## config.mk

```make
export PLATFORM = sky130hd
export DESIGN_NAME = clint_trap_ctrl
export DESIGN_NICKNAME = d
export VERILOG_FILES = /design/src/rtl/clint_trap_ctrl.sv
export SDC_FILE = /design/constraint.sdc
export NUM_CORES = 1
export LEC_CHECK = 0
export ABC_CLOCK_PERIOD_IN_PS = 2430
export BUFFER_PORTS_ARGS = -buffer_cell sky130_fd_sc_hd__clkbuf_2
export CORE_MARGIN = 2
export CORE_UTILIZATION = 37
export CTS_CLUSTER_DIAMETER = 100
export DETAILED_ROUTE_END_ITERATION = 7
export GPL_TIMING_DRIVEN = 0
export HOLD_SLACK_MARGIN = 0.03
export PLACE_DENSITY = 0.68
export SYNTH_ARGS = -nofsm -noshare
export SYNTH_HDL_FRONTEND = slang
export SYNTH_SLANG_ARGS = --single-unit
export TNS_END_PERCENT = 30
```

## constraint.sdc

```tcl
create_clock -name clk -period 2.43 [get_ports clk]
set_clock_uncertainty 0.2 [all_clocks]
set_input_delay 0.243 -clock clk [delete_from_list [all_inputs] [get_ports clk]]
set_output_delay 0.243 -clock clk [all_outputs]
set_load 0.02 [all_outputs]
```

## src/rtl/clint_trap_ctrl.sv

```systemverilog
// clint_trap_ctrl: core-local trap sequencer.
// Detects ecall/ebreak/mret in EX and level-sensitive timer/external interrupts.
// On a trap it stalls the pipeline and writes mepc, mstatus and mcause one per
// cycle, then redirects the PC to the trap vector. On mret it restores mstatus
// and the privilege mode, then redirects the PC to mepc.
module clint_trap_ctrl #(
  parameter bit VECTORED = 1'b0
) (
  input  logic        clk,
  input  logic        rst_n,
  input  logic [31:0] inst_i,
  input  logic [31:0] inst_addr_i,
  input  logic        jump_flag_i,
  input  logic [31:0] jump_addr_i,
  input  logic        ex_csr_we_i,
  input  logic        timer_irq_i,
  input  logic        ext_irq_i,
  input  logic [31:0] csr_mtvec_i,
  input  logic [31:0] csr_mepc_i,
  input  logic [31:0] csr_mstatus_i,
  input  logic [1:0]  privilege_i,
  output logic        clint_we_o,
  output logic [31:0] clint_waddr_o,
  output logic [31:0] clint_wdata_o,
  output logic        priv_we_o,
  output logic [1:0]  priv_o,
  output logic        hold_o,
  output logic        int_assert_o,
  output logic [31:0] int_addr_o
);

  localparam logic [31:0] INST_ECALL   = 32'h0000_0073;
  localparam logic [31:0] INST_EBREAK  = 32'h0010_0073;
  localparam logic [31:0] INST_MRET    = 32'h3020_0073;

  localparam logic [31:0] CSR_MSTATUS  = 32'h0000_0300;
  localparam logic [31:0] CSR_MEPC     = 32'h0000_0341;
  localparam logic [31:0] CSR_MCAUSE   = 32'h0000_0342;

  localparam logic [31:0] CAUSE_ECALL  = 32'd11;
  localparam logic [31:0] CAUSE_EBREAK = 32'd3;
  localparam logic [31:0] CAUSE_TIMER  = 32'h8000_0007;
  localparam logic [31:0] CAUSE_EXT    = 32'h8000_000B;

  typedef enum logic [2:0] {
    S_IDLE,
    S_T_MEPC,
    S_T_MSTATUS,
    S_T_MCAUSE,
    S_T_ASSERT,
    S_M_MSTATUS,
    S_M_ASSERT
  } state_t;

  state_t      state_q;
  logic [31:0] cause_q;
  logic [31:0] mstatus_q;
  logic [1:0]  priv_q;
  logic        irq_q;

  logic        is_sync;
  logic        is_mret;
  logic        is_irq;
  logic        event_now;
  logic [31:0] cause_d;
  logic [31:0] epc_d;
  logic [31:0] trap_mstatus;
  logic [31:0] mret_mstatus;
  logic [31:0] trap_vec;

  assign is_sync   = (inst_i == INST_ECALL) || (inst_i == INST_EBREAK);
  assign is_mret   = (inst_i == INST_MRET);
  // An interrupt yields to a CSR write in EX so that write lands first.
  assign is_irq    = (timer_irq_i | ext_irq_i) & csr_mstatus_i[3] & ~ex_csr_we_i;
  assign event_now = (state_q == S_IDLE) & (is_sync | is_mret | is_irq);

  // The stall must cover the event cycle itself, so it cannot be registered.
  assign hold_o = (state_q != S_IDLE) | event_now;

  // Cause code and return address of the event sampled in IDLE.
  always_comb begin
    // NOTE: every always_comb output gets a default first so no path leaves it
    // unassigned, which would infer a latch.
    cause_d = CAUSE_EXT;
    epc_d   = inst_addr_i;
    if (inst_i == INST_ECALL)       cause_d = CAUSE_ECALL;
    else if (inst_i == INST_EBREAK) cause_d = CAUSE_EBREAK;
    else if (timer_irq_i)           cause_d = CAUSE_TIMER;
    // Interrupts resume after the EX instruction, which has already completed.
    if (!is_sync) epc_d = jump_flag_i ? jump_addr_i : inst_addr_i + 32'd4;
  end

  // mstatus images for trap entry (from the snapshot) and mret (live value).
  always_comb begin
    trap_mstatus        = mstatus_q;
    trap_mstatus[7]     = mstatus_q[3];
    trap_mstatus[3]     = 1'b0;
    trap_mstatus[12:11] = priv_q;
    mret_mstatus        = csr_mstatus_i;
    mret_mstatus[3]     = csr_mstatus_i[7];
    mret_mstatus[7]     = 1'b1;
    mret_mstatus[12:11] = 2'b00;
  end

  // Trap target: aligned mtvec base, offset by 4*cause for vectored interrupts.
  always_comb begin
    trap_vec = {csr_mtvec_i[31:2], 2'b00};
    if (VECTORED && irq_q) trap_vec = trap_vec + {25'd0, cause_q[4:0], 2'b00};
  end

  // Sequencer: each state's outputs are registered on entry to that state.
  always_ff @(posedge clk or negedge rst_n) begin
    if (!rst_n) begin
      state_q       <= S_IDLE;
      cause_q       <= '0;
      mstatus_q     <= '0;
      priv_q        <= '0;
      irq_q         <= 1'b0;
      clint_we_o    <= 1'b0;
      clint_waddr_o <= '0;
      clint_wdata_o <= '0;
      priv_we_o     <= 1'b0;
      priv_o        <= '0;
      int_assert_o  <= 1'b0;
      int_addr_o    <= '0;
    end else begin
      // NOTE: sequential state uses non-blocking assignments so every register
      // updates from the same pre-edge values.
      clint_we_o    <= 1'b0;
      clint_waddr_o <= '0;
      clint_wdata_o <= '0;
      priv_we_o     <= 1'b0;
      priv_o        <= '0;
      int_assert_o  <= 1'b0;
      int_addr_o    <= '0;
      unique case (state_q)
        S_IDLE: begin
          if (is_sync || (!is_mret && is_irq)) begin
            cause_q       <= cause_d;
            mstatus_q     <= csr_mstatus_i;
            priv_q        <= privilege_i;
            irq_q         <= !is_sync;
            clint_we_o    <= 1'b1;
            clint_waddr_o <= CSR_MEPC;
            clint_wdata_o <= epc_d;
            state_q       <= S_T_MEPC;
          end else if (is_mret) begin
            clint_we_o    <= 1'b1;
            clint_waddr_o <= CSR_MSTATUS;
            clint_wdata_o <= mret_mstatus;
            priv_we_o     <= 1'b1;
            priv_o        <= csr_mstatus_i[12:11];
            state_q       <= S_M_MSTATUS;
          end
        end
        S_T_MEPC: begin
          clint_we_o    <= 1'b1;
          clint_waddr_o <= CSR_MSTATUS;
          clint_wdata_o <= trap_mstatus;
          state_q       <= S_T_MSTATUS;
        end
        S_T_MSTATUS: begin
          clint_we_o    <= 1'b1;
          clint_waddr_o <= CSR_MCAUSE;
          clint_wdata_o <= cause_q;
          priv_we_o     <= 1'b1;
          priv_o        <= 2'b11;
          state_q       <= S_T_MCAUSE;
        end
        S_T_MCAUSE: begin
          int_assert_o <= 1'b1;
          int_addr_o   <= trap_vec;
          state_q      <= S_T_ASSERT;
        end
        S_M_MSTATUS: begin
          int_assert_o <= 1'b1;
          int_addr_o   <= csr_mepc_i;
          state_q      <= S_M_ASSERT;
        end
        S_T_ASSERT, S_M_ASSERT: state_q <= S_IDLE;
        default:                state_q <= S_IDLE;
      endcase
    end
  end

endmodule

```

==> run metrics <==
Layout Cells excl Fill 1229; largest cells by area after synthesis dfrtp_1 (49%), nand2_1 (8.5%), a22o_1 (4.8%); Final Hold Fails 0; Crit-path slowest cell or4_4; GP Congestion 0.939; final net count around 1.2k; top_reg_cell synth dfrtp_1; RSZ-0062 raised after global routing true; Area Growth Syn to Fin 59.5%; asr flop ratio synth 100%; CTS root buf clkbuf_16; status finished, violations left; crit path launch type input pin; Row Count 45; Final Max Tran Viols 0; Clock Tree Buf Depth 2; via count between 6k and 7k; CP bufs+invs 3; met3 GRT Util under 10%; total chip power 6.95 mW; leading cell type in the layout, fill and taps excluded clkbuf_2; full die area around 0.016 mm^2; Final setup viols 4; CP top delay family simple AND/OR/NAND/NOR gates; EDFF count, synth 0; vias in the first global route 6384; H-tree levels 3; RR Startpoint state_q[2]$_DFFE_PN0P_; Least-Margin Pin Slew 0.898 ns; Synth Instances 615; drt wl/cell 20.0 um; Worst Path Max Fanout 6; busiest grt layer met2; most frequent CP cell or4_4; Worst setup EP type register; Area after DPL roughly 0.0074 mm^2; Max VDD drop 0.000383 V; Post-DRT Antenna Nets 0; most frequent cells in the layout clkbuf_2 (276), nand2_1 (126), dfrtp_1 (110); number of antenna violations at the first check in global routing 0; insertion delay to the later sink of the worst-skew pair ~0.35 ns; Worst Slack Setup Final -0.0568 ns; headroom to the max-slew limit 40.1%; dpl cells between 1k and 1.5k; Power Density slightly below 800 mW/mm^2; Setup crit start inst_i[31]; CTS tree done; largest net degree at the start of global routing 111; total CTS buffers 9; port bufs between 200 and 300; post-route cell area between 0.009 and 0.01 mm^2; Data required, critical path 2.53 ns; IO Pins about 300; met1 usage in global routing 34.0%; Fillers between 1k and 1.5k; worst hold start inst_addr_i[22]; area leader, netlist dfrtp_1; maxcap violations 0; DRT Wirelength 24500 um; Tcrit/Tclk final 102%; CTS clk-pin slew, worst paths 0.08 ns; GRT Util Overall 29.0%; register area share after synthesis 48.6%; CP Data Arrival Time 2.59 ns; total clock sinks 110; hold_ws 0.103 ns; Die Span Y 128 um; Synth Warn # 0; width of the die 128 um; fin crit period 2.49 ns; layout cells sized above 1 36.4%; violations in the final reports negative setup slack; syn_area_per_cell 9.21 um^2; Synth top area share between 40% and 50%; critical path class input pin to register; n_diodes 0; #FFs+latches synth 110; Setup TNS Final -0.104 ns; P_leak 4.69 nW; routed vias/inst approximately 5.4; mapped cell area 0.00567 mm^2; global route overflow 0; starting density of the core approximately 38%; Detailed Place HPWL 17300 um; type of the most critical hold path input pin to register; global-route wire length before repair 35800 um; Crit path largest cell delay 0.62 ns; DRC 0; Fmax achieved 402 MHz; Placeable Area 0.0151 mm^2; grt met2 use about 52%; DRT Pass-1 Iters 8; 1st-iter DRT viols 553; worst path cell trace buf_6 > or4_4 > or4_4 > a211o_4 > buf_8 > buf_12 > a211oi_4 > a221o_1; unique cell type count in the Yosys netlist 61
-- worst paths after layout --
| check | end | slack, ns | cells past startpoint |
|---|---|---|---|
| hold / removal | clint_wdata_o[22]$_DFF_PN0_ | 0.10 | 3 |
| hold reg to reg | mstatus_q[23]$_DFFE_PN0P_ | 0.28 | 2 |
| setup / recovery | clint_wdata_o[18]$_DFF_PN0_ | -0.06 | 8 |
| setup reg to reg | clint_wdata_o[18]$_DFF_PN0_ | 0.09 | 7 |
| max in group asynchronous | clint_wdata_o[28]$_DFF_PN0_ | 1.03 | 2 |
| min in group asynchronous | mstatus_q[10]$_DFFE_PN0P_ | 0.32 | 2 |
-- layout make-up --
cell class | count | area [um^2] | area share, %
sequential | 110 | 2750 | 30.5
multi-input combinational | 446 | 2730 | 30.2
timing repair buffer | 386 | 2510 | 27.8
buffer | 73 | 483 | 5.34
tap | 188 | 235 | 2.60
clock buffer | 10 | 229 | 2.53
clock inverter | 6 | 55.1 | 0.609
inverter | 10 | 40.0 | 0.443
-- synth_stat cells (5+ instances only) --
master and number:
o21ai_1 7, nor3_1 9, a221o_1 15, nand4_1 13, o21ai_0 29, mux2i_1 5
nand2_1 128, or4_1 6, a22oi_1 10, a21oi_1 25, or3_1 5, buf_4 29
a211oi_1 10, nor2_1 18, dfrtp_1 110, nand3_1 25, nor4_1 8, buf_2 8
inv_1 9, clkbuf_1 34, a22o_1 31, a31oi_1 8
-- what timing repair did --
item / in CTS / in global routing
gates cloned: 0 / 2
hold buffers: 106 / 0
pin swaps: 2 / 6
buffers inserted: 3 / 4
resized for setup: 29 / 41
hold endpoints to repair: 205 / 0
endpoints found under the setup margin: 70 / 69
-- layer usage --
metal	up-vias	part of all wire, %
met2	391	50
met5	-	0
met4	0	2.9
met1	3170	38
met3	49	8.9
li1	3036	-
-- flip-flops by register name, summed over array words and instances (netlist names) --
register,count
priv_we_o,1
priv_q,2
clint_waddr_o,4
cause_q,4
clint_wdata_o,32
int_assert_o,1
mstatus_q,29
int_addr_o,32
priv_o,2
state_q,3
-- through the flow --
stage                     utilization (%)  setup slack [ns]
after detailed placement             49.0            -0.922
after floorplan                         -           -0.0889
final                                59.9           -0.0568
after global placement               49.0            -0.927
after CTS                            58.7           -0.0347
after global routing                 59.9           -0.0680
-- power by group --
| group | internal, mW | switching, mW | leakage [nW] | total [mW] |
|---|---|---|---|---|
| registers | 2.44 | 0.266 | 1.45 | 2.71 |
| logic | 1.09 | 1.69 | 3.10 | 2.79 |
| clock network | 0.718 | 0.736 | 0.142 | 1.45 |
-- worst register-to-register path: cells and delay by family, from the launching register on --
| family | cells | cell delay [ns] |
|---|---|---|
| flip-flops | 1 | 0.36 |
| AO/OA/AOI/OAI | 3 | 0.75 |
| buffers and inverters | 3 | 0.50 |
| AND/OR/NAND/NOR | 1 | 0.47 |
-- logic make-up after synthesis --
kind of cell    synth area share (%)
xor+xnor                       0.618
flops                           48.6
simple gates                    19.3
compound gates                  22.2
fa+ha+maj                      0.221
buf+inv                         7.86
other cells                   0.0662
mux                             1.08
No activity file was read; power rests on OpenSTA's default activity.
